[config.mk]
export PLATFORM = sky130hd
export DESIGN_NAME = asi_rd_mem_flat
export DESIGN_NICKNAME = d
export VERILOG_FILES = /design/src/rtl/asi_pkg.sv /design/src/rtl/asi_rd_mem_if.sv /design/src/rtl/asi_rd_pipe.sv /design/src/rtl/asi_rd_mem.sv /design/src/flat_wrapper.sv
export SDC_FILE = /design/constraint.sdc
export NUM_CORES = 1
export LEC_CHECK = 0
export CORE_MARGIN = 3
export CORE_UTILIZATION = 34
export DETAILED_ROUTE_END_ITERATION = 7
export PLACE_DENSITY = 0.91
export SLEW_MARGIN = 20
export SYNTH_ARGS = -nofsm -noshare
export SYNTH_HDL_FRONTEND = slang
export SYNTH_SLANG_ARGS = --single-unit
[constraint.sdc]
create_clock -name usr_clk -period 1.5 [get_ports usr_clk]
set_input_delay 0.15 -clock usr_clk [delete_from_list [all_inputs] [get_ports usr_clk]]
set_output_delay 0.15 -clock usr_clk [all_outputs]
set_load 0.01 [all_outputs]
[src/rtl/asi_pkg.sv]
// asi_pkg: shared ASI slave widths, wait states and byte-lane mask helper
// Contents:
//   AXI_AW/AXI_DW/AXI_SW  bus address, data and size widths
//   SLV_BYTEW, SLV_LG     bytes per data word and its log2
//   SLV_WS                read wait states (latency from request to data)
//   lane_mask()           byte lanes touched by a beat, shared by read and write paths
package asi_pkg;
   localparam int AXI_AW    = 32;
   localparam int AXI_DW    = 32;
   localparam int AXI_SW    = 3;
   localparam int SLV_BYTEW = AXI_DW / 8;
   localparam int SLV_LG    = $clog2(SLV_BYTEW);
   localparam int SLV_WS    = 2;

   // Lanes lo..lo+2^size-1 with lo the size-aligned offset; oversize beats keep every lane
   function automatic logic [SLV_BYTEW-1:0] lane_mask(input logic [SLV_LG-1:0] lo_addr,
                                                      input logic [AXI_SW-1:0] size);
      logic [SLV_BYTEW-1:0] m;
      int lo, n;
      m = '1;
      if (int'(size) <= SLV_LG) begin
         n  = 1 << size;
         lo = int'(lo_addr) & ~(n - 1);
         for (int i = 0; i < SLV_BYTEW; i++) m[i] = (i >= lo) && (i < lo + n);
      end
      return m;
   endfunction
endpackage

[src/rtl/asi_rd_mem_if.sv]
// asi_rd_mem_if: read-beat request/response bundle between asi_r and the SRAM read port
// Signals:
//   m_re, m_raddr, m_rsize       request: one beat per cycle, byte address, log2 byte count
//   m_rdata, m_rvalid, m_rslverr response: lane-masked data, valid, out-of-range flag
// Modports: master drives requests, slave drives responses.
interface asi_rd_mem_if;
   import asi_pkg::*;
   logic              m_re;
   logic [AXI_AW-1:0] m_raddr;
   logic [AXI_SW-1:0] m_rsize;
   logic [AXI_DW-1:0] m_rdata;
   logic              m_rvalid;
   logic              m_rslverr;
   modport master (output m_re, m_raddr, m_rsize, input m_rdata, m_rvalid, m_rslverr);
   modport slave  (input m_re, m_raddr, m_rsize, output m_rdata, m_rvalid, m_rslverr);
endinterface

[src/rtl/asi_rd_pipe.sv]
// asi_rd_pipe: valid/data delay line of depth N with async active-low reset
// Ports:
//   clk, rst_n           clock, asynchronous active-low reset
//   in_valid, in_data    stage input
//   out_valid, out_data  input delayed by N cycles
//   any_valid            OR of every stage valid bit
module asi_rd_pipe #(
   parameter int N = 1,
   parameter int W = 1
) (
   input  logic         clk,
   input  logic         rst_n,
   input  logic         in_valid,
   input  logic [W-1:0] in_data,
   output logic         out_valid,
   output logic [W-1:0] out_data,
   output logic         any_valid
);
   logic [N-1:0] v;
   logic [W-1:0] d [N];
   always_ff @(posedge clk or negedge rst_n)
      if (!rst_n) begin
         v <= '0;
         for (int i = 0; i < N; i++) d[i] <= '0;
      end else begin
         v[0] <= in_valid;
         d[0] <= in_data;
         for (int i = 1; i < N; i++) begin
            v[i] <= v[i-1];
            d[i] <= d[i-1];
         end
      end
   assign out_valid = v[N-1];
   assign out_data  = d[N-1];
   assign any_valid = |v;
endmodule

[src/rtl/asi_rd_mem.sv]
// asi_rd_mem: SRAM-backed read slave for asi_r with an SLV_WS-cycle fixed-latency pipeline
// Ports:
//   usr_clk, usr_reset_n   clock, asynchronous active-low reset
//   bus (slave)            read requests in, lane-masked data/valid/slverr out
//   mem_ce, mem_addr       SRAM read enable and word address (stage 0, combinational)
//   mem_q                  SRAM data, valid one cycle after mem_ce
//   err_cnt                saturating count of slverr beats
//   busy                   a request is presented or any beat is in flight
// Build option: define ASI_RD_ADDR_CHECK_EN to flag beats outside the SRAM window as
// slverr; otherwise addresses wrap onto the SRAM by truncation.
module asi_rd_mem
   import asi_pkg::*;
#(
   parameter int                MEM_DEPTH = 256,
   parameter logic [AXI_AW-1:0] MEM_BASE  = '0
) (
   input  logic                         usr_clk,
   input  logic                         usr_reset_n,
   asi_rd_mem_if.slave                  bus,
   output logic                         mem_ce,
   output logic [$clog2(MEM_DEPTH)-1:0] mem_addr,
   input  logic [AXI_DW-1:0]            mem_q,
   output logic [15:0]                  err_cnt,
   output logic                         busy
);
   localparam int AW = $clog2(MEM_DEPTH);
   logic                 oor;
   logic                 s1_valid, s1_oor, p_busy;
   logic [SLV_BYTEW-1:0] s1_mask;
   logic [AXI_DW-1:0]    s1_data;
`ifdef ASI_RD_ADDR_CHECK_EN
   // One extra bit so a window ending at the top of the address space does not wrap
   localparam logic [AXI_AW:0] MEM_END = {1'b0, MEM_BASE} + (AXI_AW+1)'(MEM_DEPTH * SLV_BYTEW);
   assign oor = (bus.m_raddr < MEM_BASE) | ({1'b0, bus.m_raddr} >= MEM_END);
`else
   assign oor = 1'b0;
`endif
   assign mem_ce   = bus.m_re & ~oor;
   assign mem_addr = AW'((bus.m_raddr - MEM_BASE) >> SLV_LG);
   always_ff @(posedge usr_clk or negedge usr_reset_n)
      if (!usr_reset_n) begin
         s1_valid <= 1'b0;
         s1_oor   <= 1'b0;
         s1_mask  <= '0;
      end else begin
         s1_valid <= bus.m_re;
         s1_oor   <= bus.m_re & oor;
         s1_mask  <= lane_mask(bus.m_raddr[SLV_LG-1:0], bus.m_rsize);
      end
   // Idle and out-of-range beats carry zero so stale mem_q never leaks out
   always_comb begin
      s1_data = '0;
      for (int i = 0; i < SLV_BYTEW; i++)
         s1_data[8*i +: 8] = (s1_valid && !s1_oor && s1_mask[i]) ? mem_q[8*i +: 8] : 8'h00;
   end
   generate
      if (SLV_WS < 1) begin : g_bad
         $error("asi_rd_mem: SLV_WS must be at least 1");
      end else if (SLV_WS == 1) begin : g_ws1
         assign bus.m_rvalid  = s1_valid;
         assign bus.m_rslverr = s1_valid & s1_oor;
         assign bus.m_rdata   = s1_data;
         assign p_busy        = 1'b0;
      end else begin : g_wsn
         logic [AXI_DW:0] p_data;
         asi_rd_pipe #(.N(SLV_WS - 1), .W(AXI_DW + 1)) u_pipe (
            .clk      (usr_clk),
            .rst_n    (usr_reset_n),
            .in_valid (s1_valid),
            .in_data  ({s1_oor, s1_data}),
            .out_valid(bus.m_rvalid),
            .out_data (p_data),
            .any_valid(p_busy)
         );
         assign bus.m_rdata   = p_data[AXI_DW-1:0];
         assign bus.m_rslverr = bus.m_rvalid & p_data[AXI_DW];
      end
   endgenerate
   always_ff @(posedge usr_clk or negedge usr_reset_n)
      if (!usr_reset_n) err_cnt <= '0;
      else if (bus.m_rvalid && bus.m_rslverr && err_cnt != 16'hFFFF) err_cnt <= err_cnt + 16'd1;
   assign busy = bus.m_re | s1_valid | p_busy;
endmodule

[src/flat_wrapper.sv]
// flat-port wrapper written by rule: the top's interface ports become plain ports
module asi_rd_mem_flat import asi_pkg::*;
#(
   parameter int                MEM_DEPTH = 256,
   parameter logic [AXI_AW-1:0] MEM_BASE  = '0
)
  (usr_clk, usr_reset_n, mem_ce, mem_addr, mem_q, err_cnt, busy, bus_m_re, bus_m_raddr, bus_m_rsize, bus_m_rdata, bus_m_rvalid, bus_m_rslverr);
  asi_rd_mem_if bus_i ();
  input  logic usr_clk;
  input  logic usr_reset_n;
  output logic mem_ce;
  output logic [$clog2(MEM_DEPTH)-1:0] mem_addr;
  input  logic [AXI_DW-1:0] mem_q;
  output logic [15:0] err_cnt;
  output logic busy;
  input wire logic [$bits(bus_i.m_re)-1:0] bus_m_re;
  input wire logic [$bits(bus_i.m_raddr)-1:0] bus_m_raddr;
  input wire logic [$bits(bus_i.m_rsize)-1:0] bus_m_rsize;
  output wire logic [$bits(bus_i.m_rdata)-1:0] bus_m_rdata;
  output wire logic [$bits(bus_i.m_rvalid)-1:0] bus_m_rvalid;
  output wire logic [$bits(bus_i.m_rslverr)-1:0] bus_m_rslverr;
  assign bus_i.m_re = bus_m_re;
  assign bus_i.m_raddr = bus_m_raddr;
  assign bus_i.m_rsize = bus_m_rsize;
  assign bus_m_rdata = bus_i.m_rdata;
  assign bus_m_rvalid = bus_i.m_rvalid;
  assign bus_m_rslverr = bus_i.m_rslverr;
  asi_rd_mem #(.MEM_DEPTH(MEM_DEPTH), .MEM_BASE(MEM_BASE)) u_core (.usr_clk(usr_clk), .usr_reset_n(usr_reset_n), .bus(bus_i), .mem_ce(mem_ce), .mem_addr(mem_addr), .mem_q(mem_q), .err_cnt(err_cnt), .busy(busy));
endmodule
== Word level (Yosys, flattened, before mapping) ==
Cells that the tools add are included.

* Order comparisons: 9
* Reduce and logical (&&, ||, !) cells: 8
* Bitwise gates (word level): 4
* Add/subtract/negate cells: 2
* Mux-type cells: 5
* Shift operators: 1

{| class="wikitable"
|+ Operator list
! operator !! count
|-
| 3-bit by 32-bit >= comparator with 1-bit output (first input constant) || 2
|-
| 3-bit by 32-bit < comparator with 1-bit output (first input constant) || 2
|-
| 32-bit adder || 1
|-
| 3-bit by 32-bit bitwise AND with 32-bit output || 1
|-
| 1-bit by 32-bit >= comparator with 1-bit output (first input constant) || 1
|-
| 2-bit by 32-bit >= comparator with 1-bit output (first input constant) || 1
|-
| 1-bit by 32-bit < comparator with 1-bit output (first input constant) || 1
|-
| 2-bit by 32-bit < comparator with 1-bit output (first input constant) || 1
|-
| 8-bit 2-to-1 mux || 4
|-
| 32-bit inverter || 1
|-
| 1-bit by 3-bit left shift with 32-bit output (first input constant) || 1
|-
| 32-bit by 2-bit subtractor with 32-bit output (second input constant) || 1
|-
| 1-bit logical AND || 8
|-
| 4-bit 2-to-1 mux || 1
|-
| 3-bit by 2-bit less-or-equal comparator with 1-bit output (second input constant) || 1
|-
| 1-bit bitwise OR || 2
|}

* Bits in registers: 38
* Input port bits: 70
* Logic and storage cells: 33
* Output and inout bits: 60

== Logic depth before layout (Yosys ltp) ==
Gate-level depths: netlist of run 1.

* Depth after elaboration: 8
* Mapped depth: 6
* Mapped depth without buffers: 6

== By module ==
A second synthesis of run 1 with hierarchy kept.

* Cell total of the unflattened synthesis: 184
* Area total of the unflattened synthesis: 2,230.9 um^2

{| class="wikitable"
|+ By module, submodules not included
! module !! times used !! area an instance (um^2) !! cells each !! sequential area each (um^2)
|-
| asi_rd_mem || 1 || 1,372.6 || 149 || 525.5
|-
| asi_rd_pipe || 1 || 858.3 || 35 || 850.8
|}

== Worst setup path after synthesis of run 1 ==
Ideal clock, no wire load.

* Path type: input-to-reg
* Start point: input bus_m_raddr[0]
* End point: register u_core.s1_mask[2]
* Stages on the path: 5
* Arrival time: 1.267 ns
* Setup slack: 0.107 ns
* Path buffers: 0
* Required time: 1.374 ns
* Setup time: 0.126 ns
* Path through: nor2b_1 -> nor3b_1 -> ha_1 -> or3_4 -> a221o_1

* Word-level cells in the longest chain between the ends: 5
* Elaborated cells between the ends (all ways): 6
* Those cells by class: add/sub (1); order compare (2); mux (1); bitwise (1); reduce/logical (1)

{| class="wikitable"
|+ RTL lines
! element !! RTL line !! RTL
|-
| start, declared || flat_wrapper.sv:17 || <nowiki>input wire logic [$bits(bus_i.m_raddr)-1:0] bus_m_raddr;</nowiki>
|-
| 3-bit by 32-bit bitwise AND with 32-bit output (*) || asi_pkg.sv:23 || <nowiki>lo = int'(lo_addr) & ~(n - 1);</nowiki>
|-
| 32-bit adder || asi_pkg.sv:24 || <nowiki>for (int i = 0; i < SLV_BYTEW; i++) m[i] = (i >= lo) && (i < lo + n);</nowiki>
|-
| 3-bit by 32-bit < comparator with 1-bit output || asi_pkg.sv:24 ||
|-
| 1-bit logical AND (*) || asi_pkg.sv:24 ||
|-
| 4-bit 2-to-1 mux (*) || asi_pkg.sv:21 || <nowiki>if (int'(size) <= SLV_LG) begin</nowiki>
|-
| end signal, assigned || asi_rd_mem.sv:48 || <nowiki>s1_mask <= lane_mask(bus.m_raddr[SLV_LG-1:0], bus.m_rsize);</nowiki>
|-
| end, declared || asi_rd_mem.sv:29 || <nowiki>logic [SLV_BYTEW-1:0] s1_mask;</nowiki>
|}

Every way passes the cells marked *; elsewhere a longest branch is shown, timed or not.

== Final worst setup path of run 1 ==
* Start point: input bus_m_rsize[2]
* End point: register u_core.s1_mask[2]

* Word-level cells in the longest chain between the ends: 8
* Elaborated cells between the ends (all ways): 10
* Those cells by class: add/sub (2); order compare (3); shift (1); mux (1); bitwise (2); reduce/logical (1)

{| class="wikitable"
|+ RTL lines
! element !! RTL line !! RTL
|-
| start, declared || flat_wrapper.sv:18 || <nowiki>input wire logic [$bits(bus_i.m_rsize)-1:0] bus_m_rsize;</nowiki>
|-
| 1-bit by 3-bit left shift with 32-bit output || asi_pkg.sv:22 || <nowiki>n = 1 << size;</nowiki>
|-
| 32-bit by 2-bit subtractor with 32-bit output || asi_pkg.sv:23 ||
|-
| 32-bit inverter || asi_pkg.sv:23 ||
|-
| 3-bit by 32-bit bitwise AND with 32-bit output || asi_pkg.sv:23 ||
|-
| 32-bit adder || asi_pkg.sv:24 ||
|-
| 3-bit by 32-bit < comparator with 1-bit output || asi_pkg.sv:24 ||
|-
| 1-bit logical AND || asi_pkg.sv:24 ||
|-
| 4-bit 2-to-1 mux (*) || asi_pkg.sv:21 ||
|}

Marked as above.

==> results.md, run 1 <==
* Status: finished, final reports clean
* Clock buffer count from CTS at 5
* Total wire length at approximately 3700 µm
* Max VDD drop at around 0.00042 V
* Cell Area, Placed at roughly 2200 µm²
* Root buffer cell: clkbuf_8
* Yosys warns at 0
* DR iter-0 viols at 31
* Worst setup SP type: input pin
* Fill cells at between 300 and 400
* Pin count of the biggest net entering global routing at 34
* Top cells by count, synth: dfrtp_1 (38), and3_1 (32), buf_4 (26)
* Share of flip-flops with an asynchronous set or reset at between 90% and 100%
* Most common cell in the synthesized netlist: dfrtp_1
* Max Clk Rate at between 600 and 700 MHz
* CORE AREA at ~4200 µm²
* Vias at roughly 1200
* DRT Pass-1 Iters at 4
* Max Cap Violations at 0
* Critical path cell sequence: clkdlybuf4s50_1 -> nor3b_4 -> ha_4 -> nor3_2 -> a31oi_1 -> a221o_1
* Sw Pwr at between 500 and 600 µW
* Hold Fails Final Rpt at 0
* Flop pwr share at 50.4%
* Number of I/O port buffers at 74
* P_int at around 1.7 mW
* Drt wl/cell at between 10 and 15 µm
* Post-route cell area at 2376 µm²
* Routability cong. at roughly 0.74
* Die height at ~73 µm
* Initial Util at 36.67%
* Netlist cell types at 24
* Via/cell ratio at 4.643
* R2R Setup Slk at 0.60 ns
* Clock skew at between 0.004 and 0.005 ns
* CTS max path bufs at 2
* Die X at roughly 73 µm
* Flop and latch count out of synthesis at 38
* Switch share at between 20% and 30%
* Syn_area_per_cell at ~12 µm²
* Max-slew violation count at 0
* Remaining antenna violation count after routing at 0
* Cells after synthesis at between 100 and 150
* LEAKAGE at ~1.2 nW
* Crit-path max FO at 3
* Synth area leaders: dfrtp_1 (62%), and3_1 (13%), buf_4 (13%)
* Antenna cells at 0
* Global route overflow at 0
* Post-synth top area share at around 62%
* Area Growth Syn to Fin at 55.27%
* H-Tree Level Count at 2
* Peak per-stage delay on the critical path at around 0.50 ns
* Crit-path slowest cell: clkdlybuf4s50_1
* Multi-input gate area at 459.2 µm²
* Clock Sinks at 38
* CTS tree: done
* Worst Path Required at approximately 1.7 ns
* Post-CTS Setup Bufs at 0
* Synthesized area at ~1500 µm²
* CP bufs+invs at 1
* Worst Hold Class: input pin to output pin
* Die area at 5341 µm²
* Setup-failing EPs final at 0
* RSZ-0062 raised after global routing: no
* Power share of the combinational group at 17.2%
* Delay-heaviest family, CP: buffers and inverters
* Critical path data arrival time at 1.62 ns
* IO Pins at 130
* Util after Layout at 56.94%
* Part of the cycle the worst path needs at ~97%
* Number of global-route vias before repair at roughly 1200
* Initial antenna violation count at 0
* DRC Markers at 0
* PwrDens at between 900 and 1000 nW/µm²
* Leading area contributor after synthesis: dfrtp_1
* Nets at between 200 and 300
* DP HPWL at ~2800 µm
* Skew-Pair Late Insertion Delay at between 0.2 and 0.3 ns
* FP Rows at 23
* Fin crit period at approximately 1.5 ns
* Clock network power share at approximately 32%
* CP Capture Type: flip-flop
* First-pass GRT wire length at ~5600 µm
* Share of post-route cells with drive strength above 1 at a little under an eighth
* Main synth FF type: dfrtp_1
* Seq/Total Area, Yosys at about 62%
* Register Area at between 900 and 1000 µm²
* Worst-path clk slew at about 0.07 ns
* Global Route Usage Sum at between 10% and 20%
* Crit Path Class: input pin to flip-flop
* Number of enable flip-flop cells after synthesis at 0
-- worst paths after layout --
check                                 from                               end  depth (start not counted)
setup / recovery            bus_m_rsize[2]                 u_core.s1_mask[2]                          6
setup reg to reg           u_core.s1_valid   u_core.g_wsn.u_pipe.out_data[2]                          2
min in group asynchronous      usr_reset_n  u_core.g_wsn.u_pipe.out_data[24]                          2
max in group asynchronous      usr_reset_n   u_core.g_wsn.u_pipe.out_data[7]                          3
hold reg to reg            u_core.s1_valid     u_core.g_wsn.u_pipe.any_valid                          1
hold / removal              bus_m_raddr[5]                       mem_addr[3]                          0
-- layout by cell type (no fill, tap or decap) --
master           instances
clkdlybuf4s50_1         68
dfrtp_1                 38
and3_1                  32
conb_1                  17
buf_4                    8
clkbuf_8                 6
o21ai_0                  3
dlygate4sd2_1            3
nor3_2                   2
nor2_1                   2
nand3_1                  2
nand2b_1                 2
nor2b_4                  1
nor3b_4                  1
xnor2_1                  1
inv_1                    1
a31o_2                   1
a21o_1                   1
a31oi_1                  1
a21oi_1                  1
or3_4                    1
a221o_1                  1
or3_1                    1
xor2_1                   1
ha_4                     1
clkinvlp_4               1
clkinv_2                 1
dlygate4sd3_1            1
dlymetal6s2s_1           1
buf_2                    1
clkdlybuf4s15_1          1
-- sequential cells by signal, summed over array words and instances (netlist names) --
register                       cells
u_core.g_wsn.u_pipe.any_valid      1
u_core.g_wsn.u_pipe.out_data      32
u_core.s1_mask                     4
u_core.s1_valid                    1
-- per-stage QoR --
stage | setup TNS [ns] | std cells | total power, mW | setup slack [ns] | hold WS [ns]
after floorplan | 0 | 141 | 1.297 | 0.1071 | -0.1456
after global placement | -1.275 | 243 | 1.491 | -0.3746 | 0.1377
after detailed placement | -1.695 | 243 | 1.504 | -0.4586 | 0.1373
after CTS | 0 | 252 | 2.226 | 0.002056 | 0.3001
after global routing | 0 | 252 | 2.308 | 0.006580 | 0.3000
final | 0 | 252 | 2.205 | 0.04985 | 0.3000
-- worst register-to-register path, delay by kind of cell (launching register included) --
| family | cells | cell delay [ns] |
|---|---|---|
| flip-flops | 1 | 0.37 |
| buffers and inverters | 1 | 0.21 |
| AND/OR/NAND/NOR | 1 | 0.21 |
-- repair_timing --
action,in CTS,in global routing
resized for setup,12,2
pin swaps,2,1
endpoints found under the setup margin,5,4
hold buffers,1,0
endpoints found under the hold margin,20,0
-- metal layers --
| metal | wire (µm) | GRT usage, % | part of all wire [%] | up-vias |
|---|---|---|---|---|
| met5 | 0 | 0 | 0 | - |
| met4 | 70 | 5.328 | 1.9 | 0 |
| met3 | 425 | 5.647 | 11 | 15 |
| met2 | 1840 | 23.34 | 50 | 71 |
| met1 | 1378 | 16.06 | 37 | 552 |
| li1 | - | - | - | 532 |
-- layout make-up --
type / count / share of cell area (%)
Clock inverter: 2 / 0.5266
Multi-Input combinational cell: 72 / 19.33
Inverter: 1 / 0.1580
Tap cell: 50 / 2.633
Timing Repair Buffer: 83 / 33.86
Sequential cell: 38 / 40.02
Clock buffer: 6 / 3.476
-- power groups by stage --
| stage | logic [mW] | registers, mW | clock network [mW] |
|---|---|---|---|
| CTS | 0.383 | 1.11 | 0.732 |
| detailed placement | 0.372 | 1.13 | 0 |
| global route | 0.412 | 1.12 | 0.779 |
| finish | 0.380 | 1.11 | 0.715 |
| global placement | 0.363 | 1.13 | 0 |
| floorplan | 0.147 | 1.15 | 0 |
-- cell families after synthesis --
kind of cell               Yosys count  synth area share [%]
adders and majority gates            1                0.8175
buffers and inverters               31                 14.47
and+or+nand+nor                     44                 17.74
other                                1                0.2451
xor gates and xnor gates             2                 1.145
AOI/OAI and AO/OA                    8                 3.434
DFF                                 38                 62.14
No activity file was read; power rests on OpenSTA's default activity.
==> run 2: changes to the inputs <==
--- a/config.mk
+++ b/config.mk
@@ -5,10 +5,12 @@
 export SDC_FILE = /design/constraint.sdc
 export NUM_CORES = 1
 export LEC_CHECK = 0
+export ABC_CLOCK_PERIOD_IN_PS = 1500
 export CORE_MARGIN = 3
-export CORE_UTILIZATION = 34
+export CORE_UTILIZATION = 60
 export DETAILED_ROUTE_END_ITERATION = 7
-export PLACE_DENSITY = 0.91
+export DONT_BUFFER_PORTS = 1
+export PLACE_DENSITY = 0.82
 export SLEW_MARGIN = 20
 export SYNTH_ARGS = -nofsm -noshare
 export SYNTH_HDL_FRONTEND = slang
==> run 2 against run 1 <==
  * Global-route usage up 11 points
  * Critical path type is now flip-flop to output pin
  * Sequential share of layout area up 9.7 points
  * Maximum frequency up 11%
  * Non-clock buffer count down 44
  * Sequential power up 4%
  * Combinational power down 46%
  * Via count down 11%
  * Power up 1.7%
==> results.md, run 2 (synthesis results as in run 1) <==
* Die X at 56.50 µm (-23%)
* Post-CTS Setup Bufs at 0 (unchanged)
* Remaining antenna violation count after routing at 0 (unchanged)
* Vias at 1036 (-11%)
* PwrDens at 1171 nW/µm² (+26%)
* CORE AREA at 2318 µm² (-44%)
* Status: finished, final reports clean
* Routability cong. at 0.6471 (-12%)
* DP Worst Slack at 0.06960 ns (+0.5282 ns)
* Max VDD drop at 0.0009849 V (+130%)
* Initial Util at 66.00% (+29 points)
* CP bufs+invs at 0 (-1)
* Crit-path max FO at 2 (-1)
* FP Rows at 17 (-26%)
* Root buffer cell: clkbuf_4
* CTS max path bufs at 2 (unchanged)
* Commonest non-fill, non-tap cell in the layout: dfrtp_1
* Util after Layout at 82.57% (+26 points)
* H-Tree Level Count at 2 (unchanged)
* RSZ-0062 raised after global routing: no
* Die area at 3192 µm² (-40%)
* Max Cap Violations at 0 (unchanged)
* Pin count of the biggest net entering global routing at 39 (+15%)
* Max-slew violation count at 0 (unchanged)
* Part of the cycle the worst path needs at 87.18% (-9.5 points)
* Crit Path Class: flip-flop to output pin
* Nets at 228 (-16%)
* Share of post-route cells with drive strength above 1 at 8.228% (-3.7 points)
* Total wire length at 3763 µm (+1.3%)
* Antenna cells at 0 (unchanged)
* Initial antenna violation count at 0 (unchanged)
* Max Clk Rate at 764.7 MHz (+11%)
* DRT Pass-1 Iters at 4 (unchanged)
* Clock skew at 0.01777 ns (+0.01312 ns)
* LEAKAGE at 0.9960 nW (-14%)
* Setup-failing EPs final at 0 (unchanged)
* Critical path cell sequence: or3_1
* CTS tree: done
* Number of I/O port buffers at 0 (-100%)
* Delay-heaviest family, CP: simple AND/OR/NAND/NOR gates
* Worst setup SP type: flip-flop
* Skew-Pair Late Insertion Delay at 0.33 ns (+0.05 ns)
* Clock buffer count from CTS at 5 (unchanged)
* Hold Fails Final Rpt at 0 (unchanged)
* DP HPWL at 2079 µm (-26%)
* Via/cell ratio at 5.570 (+20%)
* Post-layout worst setup margin at 0.1923 ns (+0.1425 ns)
* Number of global-route vias before repair at 1069 (-7.0%)
* DR iter-0 viols at 43 (+39%)
* Crit-path slowest cell: or3_1
* Critical path data arrival time at 1.16 ns (-0.46 ns)
* Global route overflow at 0 (unchanged)
* Worst-path clk slew at 0.10 ns (+0.03 ns)
* Area Growth Syn to Fin at 25.10%
* DRC Markers at 0 (unchanged)
* Drt wl/cell at 20.23 µm (+37%)
* Die height at 56.50 µm (-23%)
* Setup TNS at 0 ns (unchanged)
* Peak per-stage delay on the critical path at 0.43 ns (-0.07 ns)
* IO Pins at 130 (unchanged)
* Clock Sinks at 38 (unchanged)
* Post-Layout Cell Count at 186 (-26%)
* First-pass GRT wire length at 5754 µm (+1.9%)
* Global Route Usage Sum at 25.00% (+11 points)
* Worst Path Required at 1.35 ns (-0.32 ns)
* CP Capture Type: output pin
* Max FFs per register at 32 (unchanged)
* Worst Hold Class: input pin to flip-flop
* Fin crit period at 1.308 ns (-0.1425 ns)
* DP Cell Count at 141 (-42%)
* Most frequent cells in the layout: dfrtp_1 (38), dlygate4sd3_1 (36), and3_1 (32), conb_1 (17), clkbuf_4 (5)
## run 2: cell count changes in the layout (fill, tap and decap cells not counted), moves of 2 or more
cell	previous run	this run
dlygate4sd2_1	3	0
dlygate4sd3_1	1	36
clkbuf_4	0	5
clkbuf_8	6	1
bufinv_16	0	2
nor3_2	2	0
clkdlybuf4s50_1	68	0
buf_4	8	2
nor3_1	0	2
## run 2: repair_timing
action,in CTS,in global routing
gates resized for setup,0,0
hold endpoints to repair,75,0
hold buffers,37,0
## run 2: final cells by class
| class | instances | area [µm²] |
|---|---|---|
| tap | 28 | 35.03 |
| clock inverter | 2 | 60.06 |
| sequential | 38 | 950.9 |
| timing repair buffer | 39 | 395.4 |
| multi-input combinational | 72 | 417.9 |
| fill | 125 | 404.1 |
| clock buffer | 6 | 51.30 |
| inverter | 1 | 3.754 |
## run 2: worst paths after layout
kind / slack, ns / cells past startpoint / startpoint / endpoint
worst min-delay path: 0.05 / 2 / bus_m_rsize[0] / u_core.s1_mask[0]
worst min register to register: 0.66 / 1 / u_core.s1_mask[2] / u_core.g_wsn.u_pipe.out_data[22]
min in group asynchronous: 0.29 / 2 / usr_reset_n / u_core.g_wsn.u_pipe.out_data[8]
max in group asynchronous: 1.01 / 2 / usr_reset_n / u_core.s1_valid
worst max register to register: 0.55 / 2 / u_core.s1_valid / u_core.g_wsn.u_pipe.out_data[3]
worst max-delay path: 0.19 / 1 / u_core.s1_valid / busy
## run 2: stage by stage
step	total power [mW]	hold WS, ns	area [µm²]
floorplan	1.297	-0.1456	1590
global placement	1.251	-0.1449	1423
CTS	2.230	0.03493	1914
detailed placement	1.263	-0.1448	1423
global route	2.331	0.03958	1914
finish	2.242	0.04525	1914
## run 2: layer usage
layer | up-vias | global-route usage [%] | part of all wire (%)
met1 | 502 | 24.69 | 33
met5 | - | 0 | 0
met2 | 75 | 43.56 | 53
met4 | 0 | 15.59 | 3.5
met3 | 14 | 9.195 | 10
li1 | 445 | - | -
## run 2: where the power goes
part	total, mW	internal [mW]	leakage (nW)	switching (mW)
clock network	0.888	0.565	0.0585	0.323
registers	1.15	1.08	0.485	0.0650
logic	0.207	0.112	0.453	0.0953
total	2.24	1.76	0.996	0.484
==> run 3: changes to the inputs <==
--- a/config.mk
+++ b/config.mk
@@ -11,6 +11,7 @@
 export DETAILED_ROUTE_END_ITERATION = 7
 export DONT_BUFFER_PORTS = 1
 export PLACE_DENSITY = 0.82
+export RECOVER_POWER = 25
 export SLEW_MARGIN = 20
 export SYNTH_ARGS = -nofsm -noshare
 export SYNTH_HDL_FRONTEND = slang
==> run 3 against run 2 <==
  * Clock power hardly changed
  * Combinational power fell by 2%
  * Final cell count stayed put
  * Critical endpoint unchanged
==> results.md, run 3 (synthesis results as in run 1) <==
* Setup TNS at 0 ns (unchanged)
* Worst flop-to-flop path endpoint: u_core.g_wsn.u_pipe.out_data[3]
* Max_slew headroom at a little over two fifths
* Post-Layout Cell Count at 186 (unchanged)
* Commonest non-fill, non-tap cell in the layout: dfrtp_1
* PwrDens at 1178 nW/µm² (+0.55%)
* CP Capture Type: output pin
* Util after Layout at 81.92% (-0.65 points)
* Initial Util at 66.00% (unchanged)
* IO Pins at 130 (unchanged)
* DR iter-0 viols at 41 (-4.7%)
* Worst Hold Class: input pin to flip-flop
* Max Cap Violations at 0 (unchanged)
* Die area at 3192 µm² (unchanged)
* H-Tree Level Count at 2 (unchanged)
* FP Rows at 17 (unchanged)
* Crit-path max FO at 2 (unchanged)
* FF-to-FF Start: u_core.s1_valid
* Root buffer cell: clkbuf_4
* CORE AREA at 2318 µm² (unchanged)
* Clock skew at 0.01855 ns (+0.0007798 ns)
* Fin crit period at 1.306 ns (-0.001900 ns)
* Die X at 56.50 µm (unchanged)
* Post-CTS Setup Bufs at 0 (unchanged)
* CP bufs+invs at 0 (unchanged)
* DRC Markers at 0 (unchanged)
* DP HPWL at 2079 µm (unchanged)
* Delay-heaviest family, CP: simple AND/OR/NAND/NOR gates
* CTS tree: done
* Highest metal used: met4
* CTS max path bufs at 2 (unchanged)
* Number of I/O port buffers at 0 (unchanged)
* Drt wl/cell at 20.26 µm (+0.13%)
* Critical path data arrival time at 1.16 ns (about the same)
* Max FFs per register at 32 (unchanged)
* Skew-Pair Late Insertion Delay at 0.33 ns (about the same)
* Worst setup SP type: flip-flop
* DP Cell Count at 141 (unchanged)
* Number of global-route vias before repair at 1069 (unchanged)
* Total wire length at 3768 µm (+0.13%)
* Peak per-stage delay on the critical path at 0.43 ns (about the same)
* Clock buffer count from CTS at 5 (unchanged)
* RSZ-0062 raised after global routing: no
* Remaining antenna violation count after routing at 0 (unchanged)
* First-pass GRT wire length at 5754 µm (unchanged)
* Hold Fails Final Rpt at 0 (unchanged)
* Pin count of the biggest net entering global routing at 39 (unchanged)
* Max VDD drop at 0.0009861 V (+0.13%)
* Post-layout worst setup margin at 0.1942 ns (+0.001900 ns)
* Area Growth Syn to Fin at 24.12%
* Initial antenna violation count at 0 (unchanged)
* Global route overflow at 0 (unchanged)
* DR WL met3 at 402 µm (+3.1%)
* Antenna cells at 0 (unchanged)
* Max Clk Rate at 765.8 MHz (+0.15%)
* Clock Sinks at 38 (unchanged)
* Crit Path Class: flip-flop to output pin
* Global Route Usage Sum at 25.00% (unchanged)
* DRT Pass-1 Iters at 4 (unchanged)
* Crit-path slowest cell: or3_1
* Share of post-route cells with drive strength above 1 at 8.228% (unchanged)
* DP Worst Slack at 0.06960 ns (unchanged)
* Worst Reg2Reg Path Length in Cells at 2 (unchanged)
* Via/cell ratio at 5.613 (+0.77%)
* Part of the cycle the worst path needs at 87.05% (-0.13 points)
* Worst Path Required at 1.35 ns (about the same)
* Setup-failing EPs final at 0 (unchanged)
* Most frequent cells in the layout: dfrtp_1 (38), dlygate4sd3_1 (36), and3_1 (32), conb_1 (17), clkbuf_4 (5)
* Critical path cell sequence: or3_1
* Status: finished, final reports clean
* Hold Startpoint: bus_m_rsize[0]
* Max-slew violation count at 0 (unchanged)
* DRT met1 WL at 1231 µm (-1.8%)
* Die height at 56.50 µm (unchanged)
* R2R Setup Slk at 0.55 ns (about the same)
* Nets at 228 (unchanged)
* Hold depth at 2 (unchanged)
* Routability cong. at 0.6471 (unchanged)
* Vias at 1044 (+0.77%)
* Worst-path clk slew at 0.10 ns (about the same)
* Pin slew with the least headroom to its limit at slightly below 0.9 ns
* Routed met2 length at 1994 µm (+0.30%)
* Hold EP: u_core.s1_mask[0]
* LEAKAGE at 0.9907 nW (-0.53%)
-- run 3: cell count changes in the layout (fill, tap and decap cells not counted) --
cell and delta:
buf_12 -1, clkbuf_2 +1
-- run 3: layout make-up --
cell class	count	area [µm²]
multi-input combinational	72	417.9
clock buffer	6	51.30
clock inverter	2	60.06
sequential	38	950.9
timing repair buffer	39	380.4
inverter	1	3.754
tap	28	35.03
fill	127	419.2
-- run 3: repair_timing --
action,CTS,global route
hold endpoints to repair,75,0
resized for setup,0,0
hold buffers,37,0
-- run 3: worst max path at each step --
| stage | start | to | slack [ns] | cells after the start |
|---|---|---|---|---|
| 2_1_floorplan | bus_m_raddr[0] | u_core.s1_mask[2] | 0.11 | 5 |
| 3_3_place_gp | bus_m_raddr[0] | u_core.s1_mask[2] | 0.11 | 5 |
| 3_5_place_dp | bus_m_raddr[0] | u_core.s1_mask[2] | 0.07 | 6 |
| 4_1_cts | u_core.s1_valid | busy | 0.17 | 1 |
| 5_1_grt | u_core.s1_valid | busy | 0.14 | 1 |
| 6_report | u_core.s1_valid | busy | 0.19 | 1 |
-- run 3: power breakdown --
part / internal [mW] / switching, mW
clock network: 0.565 / 0.323
registers: 1.08 / 0.0650
logic: 0.107 / 0.0946
total: 1.75 / 0.483
-- run 3: stage by stage --
| stage | hold slack, ns | cell area, µm² | total power [mW] |
|---|---|---|---|
| final | 0.04482 | 1899 | 2.237 |
| after global routing | 0.03958 | 1899 | 2.326 |
| after CTS | 0.03493 | 1914 | 2.230 |
| after detailed placement | -0.1448 | 1423 | 1.263 |
| after global placement | -0.1449 | 1423 | 1.251 |
| after floorplan | -0.1456 | 1590 | 1.297 |
-- run 3: per-layer routing --
metal | global-route usage, % | vias up
met1 | 24.69 | 507
met4 | 15.59 | 0
met5 | 0 | -
met3 | 9.195 | 16
met2 | 43.56 | 76
li1 | - | 445
